--- src/rtl/ps2_key_tracker.sv ---
// ps2_key_tracker: pops scan-code bytes from the PS/2 receiver FIFO, decodes
// E0/F0 prefixes, and presents a stable held-key code with a press counter.
module ps2_key_tracker #(
    parameter int CNT_W        = 8,
    parameter bit COUNT_REPEAT = 1'b0
) (
    input  logic             clk,
    input  logic             rst,
    input  logic [7:0]       data,
    input  logic             ready,
    input  logic             overflow,
    output logic             nextdata_n,
    output logic [7:0]       key_code,
    output logic             key_ext,
    output logic             key_down,
    output logic [CNT_W-1:0] press_count,
    output logic             key_event,
    output logic             ovf_flag
);

    localparam logic [7:0] CODE_EXT = 8'hE0;
    localparam logic [7:0] CODE_BRK = 8'hF0;
    localparam logic [7:0] CODE_ERR0 = 8'h00;
    localparam logic [7:0] CODE_ERR1 = 8'hFF;

    typedef enum logic [1:0] {
        S_IDLE,
        S_POP,
        S_PROC
    } state_t;

    state_t           state_q, state_d;
    logic [7:0]       byte_q, byte_d;
    logic             nextdata_n_q, nextdata_n_d;
    logic [7:0]       key_code_q, key_code_d;
    logic             key_ext_q, key_ext_d;
    logic             key_down_q, key_down_d;
    logic [CNT_W-1:0] press_count_q, press_count_d;
    logic             key_event_q, key_event_d;
    logic             ovf_flag_q, ovf_flag_d;
    logic             ext_pend_q, ext_pend_d;
    logic             brk_pend_q, brk_pend_d;
    logic             is_held;

    // The captured byte (with its E0 qualifier) names the key currently held.
    assign is_held = key_down_q && (ext_pend_q == key_ext_q) && (byte_q == key_code_q);

    // Pop handshake sequencing and scan-code decode.
    always_comb begin
        state_d       = state_q;
        byte_d        = byte_q;
        nextdata_n_d  = 1'b1;
        key_code_d    = key_code_q;
        key_ext_d     = key_ext_q;
        key_down_d    = key_down_q;
        press_count_d = press_count_q;
        key_event_d   = 1'b0;
        ovf_flag_d    = ovf_flag_q | overflow;
        ext_pend_d    = ext_pend_q;
        brk_pend_d    = brk_pend_q;

        case (state_q)
            S_IDLE: begin
                if (ready) begin
                    byte_d       = data;
                    nextdata_n_d = 1'b0;
                    state_d      = S_POP;
                end
            end
            // nextdata_n is low for this whole cycle; the receiver advances here.
            S_POP: begin
                state_d = S_PROC;
            end
            S_PROC: begin
                state_d = S_IDLE;
                if (byte_q == CODE_EXT) begin
                    ext_pend_d = 1'b1;
                end else if (byte_q == CODE_BRK) begin
                    brk_pend_d = 1'b1;
                end else begin
                    ext_pend_d = 1'b0;
                    brk_pend_d = 1'b0;
                    if ((byte_q != CODE_ERR0) && (byte_q != CODE_ERR1)) begin
                        if (brk_pend_q) begin
                            // Only a release of the held key matters; others are dropped.
                            if (is_held) begin
                                key_down_d  = 1'b0;
                                key_event_d = 1'b1;
                            end
                        end else if (is_held) begin
                            // Typematic repeat of the held key.
                            if (COUNT_REPEAT) begin
                                press_count_d = press_count_q + CNT_W'(1);
                                key_event_d   = 1'b1;
                            end
                        end else begin
                            // New key press, replacing any held key.
                            key_code_d    = byte_q;
                            key_ext_d     = ext_pend_q;
                            key_down_d    = 1'b1;
                            press_count_d = press_count_q + CNT_W'(1);
                            key_event_d   = 1'b1;
                        end
                    end
                end
            end
            default: begin
                state_d = S_IDLE;
            end
        endcase
    end

    // State registers with synchronous active-low reset.
    always_ff @(posedge clk) begin
        if (!rst) begin
            state_q       <= S_IDLE;
            byte_q        <= 8'h00;
            nextdata_n_q  <= 1'b1;
            key_code_q    <= 8'h00;
            key_ext_q     <= 1'b0;
            key_down_q    <= 1'b0;
            press_count_q <= '0;
            key_event_q   <= 1'b0;
            ovf_flag_q    <= 1'b0;
            ext_pend_q    <= 1'b0;
            brk_pend_q    <= 1'b0;
        end else begin
            state_q       <= state_d;
            byte_q        <= byte_d;
            nextdata_n_q  <= nextdata_n_d;
            key_code_q    <= key_code_d;
            key_ext_q     <= key_ext_d;
            key_down_q    <= key_down_d;
            press_count_q <= press_count_d;
            key_event_q   <= key_event_d;
            ovf_flag_q    <= ovf_flag_d;
            ext_pend_q    <= ext_pend_d;
            brk_pend_q    <= brk_pend_d;
        end
    end

    assign nextdata_n  = nextdata_n_q;
    assign key_code    = key_code_q;
    assign key_ext     = key_ext_q;
    assign key_down    = key_down_q;
    assign press_count = press_count_q;
    assign key_event   = key_event_q;
    assign ovf_flag    = ovf_flag_q;

endmodule

--- config.mk ---
export PLATFORM = sky130hd
export DESIGN_NAME = ps2_key_tracker
export DESIGN_NICKNAME = d
export VERILOG_FILES = /design/src/rtl/ps2_key_tracker.sv
export SDC_FILE = /design/constraint.sdc
export NUM_CORES = 1
export LEC_CHECK = 0
export BUFFER_PORTS_ARGS = -buffer_cell sky130_fd_sc_hd__buf_2
export CAP_MARGIN = 5
export CORE_ASPECT_RATIO = 2
export CORE_UTILIZATION = 53
export DETAILED_ROUTE_END_ITERATION = 16
export PLACE_DENSITY = 0.8
export SLEW_MARGIN = 30
export SYNTH_ARGS = -nofsm -noshare
export SYNTH_HDL_FRONTEND = slang
export SYNTH_SLANG_ARGS = --single-unit
--- constraint.sdc ---
create_clock -name clk -period 2.7 [get_ports clk]
set_input_delay 0.27 -clock clk [delete_from_list [all_inputs] [get_ports clk]]
set_output_delay 0.27 -clock clk [all_outputs]
set_load 0.05 [all_outputs]
==> metrics.yaml <==
outcome:
  status: "complete, no violations"
cells_and_area:
  nets: 206
  final_area_um2: 1770
  final_cells: 222
  seq_area_um2: 661
  multiInputGateArea_um2: 797
  antenna_cells: 0
  final_layout_size_suffix_gt1_share_pct: 25.4
  area_growth_pct: 17.7
  filler_cell_count: 236
cts:
  tritoncts: "yes"
  clock-root-buffer: "clkbuf_8"
  htreeDepth: 2
  numCtsBuffers: 5
  clk_latency_ns: 0.29
  clk_pin_slew_worst_paths_ns: 0.07
  ctsResizeCount: 0
  cts_setup_buffers: 0
  cts_buffer_depth: 2
  hold_buffers: 0
  cts_sinks: 33
placement:
  gp_congestion: 0.820
  io_buffers: 32
  place_hpwl_um: 2600
  dpl-instance-area_um2: 1690
  dp_cells: 214
synthesis:
  synth_edf_count: 0
  synth_seq_area_share_pct: 43.8
  syn_area_um2: 1510
  yosysTopAreaCell: "dfxtp_1"
  ys_ff_latch: 33
  synth_ff_type: "dfxtp_1"
  ys_types: 37
  syn_inst: 156
  ys_warn_count: 0
  synth_top_area_share_pct: 43.8
  synth_area_leaders: "dfxtp_1 (44%), mux2i_1 (6.6%), a21boi_1 (6.0%)"
  syn_nets: 170
  async_flop_share_pct: 0
  synth_area_per_cell_um2: 9.66
grt:
  grt_usage_pct: 26.2
  grt-ovfl-total: 0
  antenna_found_initial: 0
  grt_pass1_vias: 1264
  grt_max_degree: 34
  grt_pass1_wl_um: 5560
detailed_routing:
  avgRoutedWirePerCell_um: 15.9
  route.met2.wl_um: 2060
  drt-met1-wl_um: 1250
  ant_nets: 0
  remaining_drc_errors: 0
  routed_via_density: 5.84
  first_pass_iters: 4
  drt_iter0_drc: 46
  wirelength_um: 3540
  wl_met3_um: 144
  top_layer_used: "met4"
  vias: 1297
worst_hold_path:
  hp-class: "in -> reg"
critical_path:
  crit_path_start_kind: "register"
  worstPathCellList: "xor2_1 > nor4_1 > nand4_1 > ha_1 > nand3b_1 > a211oi_2 > nor2_4 > o21ai_0 > a21boi_0"
  slowest_stage: "dfxtp_1"
  worstSetupPathType: "reg -> reg"
  critPathMaxFanout: 19
  cp.arrival_ns: 2.56
  end_kind: "register"
  critPathMaxStageDelay_ns: 0.48
  worstPathRequired_ns: 2.91
job:
  drv_cap: 0
sta:
  finalSetupTns_ns: 0
  finalCriticalPeriod_ns: 2.35
  tightest_slew_ns: 0.550
  maxSlewViolCount: 0
  setup_viol_count_final: 0
  maxSlewHeadroom_pct: 63.0
  rsz0062_at_grt: "false"
  fmax_mhz: 426
  timing.final.crit_share_pct: 86.9
  fin_skew_ns: 0.00414
  hold_viol: 0
pwr:
  ir_drop_v: 0.000437
  power_density_nw_per_um2: 567
  static-leakage-power_nw: 0.784
floorplanning:
  dieArea_um2: 3080
  rows: 27
  dieHeight_um: 77.4
  die_w_um: 39.7
  core_area_um2: 2740
  io_pins: 33
  initial_core_util_pct: 55.1
metrics by stage:
| step | hold WS [ns] | setup slack (ns) | power (mW) | utilization, % |
|---|---|---|---|---|
| 2_1_floorplan | 0.389 | 0.404 | 0.625 | - |
| 3_3_place_gp | 0.430 | 0.483 | 0.655 | 61.8 |
| 3_5_place_dp | 0.437 | 0.377 | 0.661 | 61.8 |
| 4_1_cts | 0.188 | 0.350 | 1.01 | 64.8 |
| 5_1_grt | 0.196 | 0.0963 | 1.04 | 64.8 |
| 6_report | 0.186 | 0.354 | 1.01 | 64.8 |
synthesized netlist by cell type (3+ instances only):
cell type,instances
nand2b_1,3
o31ai_1,3
a21oi_1,4
nand3_1,4
o21ai_0,12
and2_1,3
a21boi_1,12
xor2_1,8
mux2i_1,10
xnor2_1,3
clkbuf_1,3
nor2_1,5
nor4_1,3
dfxtp_1,33
nand2_1,12
nor2b_1,10
report_power, final:
group | total [mW] | internal [mW] | switching [mW]
Combinational | 0.126 | 0.0505 | 0.0758
Sequential | 0.525 | 0.504 | 0.0215
Clock | 0.355 | 0.178 | 0.177
Total | 1.01 | 0.732 | 0.274
per-layer routing:
metal  track usage (%)  vias up
li1                  -      623
met1              25.2      619
met2              46.4       45
met3              7.14       10
met4              12.4        0
met5                 0        -
sequential cells by signal, summed over array words and instances (netlist names):
signal,cells
key_ext,1
press_count,8
ext_pend_q,1
ovf_flag,1
key_code,8
key_event,1
key_down,1
nextdata_n,1
byte_q,8
brk_pend_q,1
state_q,2
worst max-delay path, delay by kind of cell (launching register included):
family,cells,cell delay [ns]
compound gates,3,0.42
flops,1,0.48
xor+xnor,1,0.11
simple gates,4,1.06
fa+ha+maj,1,0.20
final timing paths:
path,slack (ns),start,depth (start not counted),endpoint
setup / recovery,0.35,byte_q[0],9,press_count[3]
hold / removal,0.19,overflow,2,ovf_flag
setup reg to reg,0.35,byte_q[0],9,press_count[3]
hold reg to reg,0.45,ovf_flag,1,ovf_flag
logic make-up after synthesis:
family                   share of synthesized area (%)
AO/OA/AOI/OAI                                     17.0
XOR/XNOR                                          6.39
adder cells (fa/ha/maj)                           1.66
buffers and inverters                             3.32
flip-flops                                        43.8
multiplexers                                      6.64
AND/OR/NAND/NOR                                   21.2
final cells by class:
| class | count | share of cell area, % |
|---|---|---|
| multi-input cells | 114 | 44.9 |
| repair buffers | 36 | 10.7 |
| clock buffers | 6 | 4.09 |
| well taps | 29 | 2.05 |
| inverters | 2 | 0.423 |
| flip-flops and latches | 33 | 37.2 |
| clock inverters | 2 | 0.564 |
cells in the final DEF (no fill, tap or decap), types with 4 or more instances in the layout:
| master | n |
|---|---|
| nand2_1 | 12 |
| dfxtp_1 | 33 |
| xor2_1 | 8 |
| mux2i_1 | 10 |
| buf_2 | 32 |
| o21ai_0 | 12 |
| nand3_1 | 4 |
| a21oi_1 | 4 |
| nor2b_1 | 10 |
| buf_4 | 4 |
| nor2_1 | 5 |
| a21boi_1 | 12 |
| clkbuf_8 | 5 |
No activity file was read; power rests on OpenSTA's default activity.
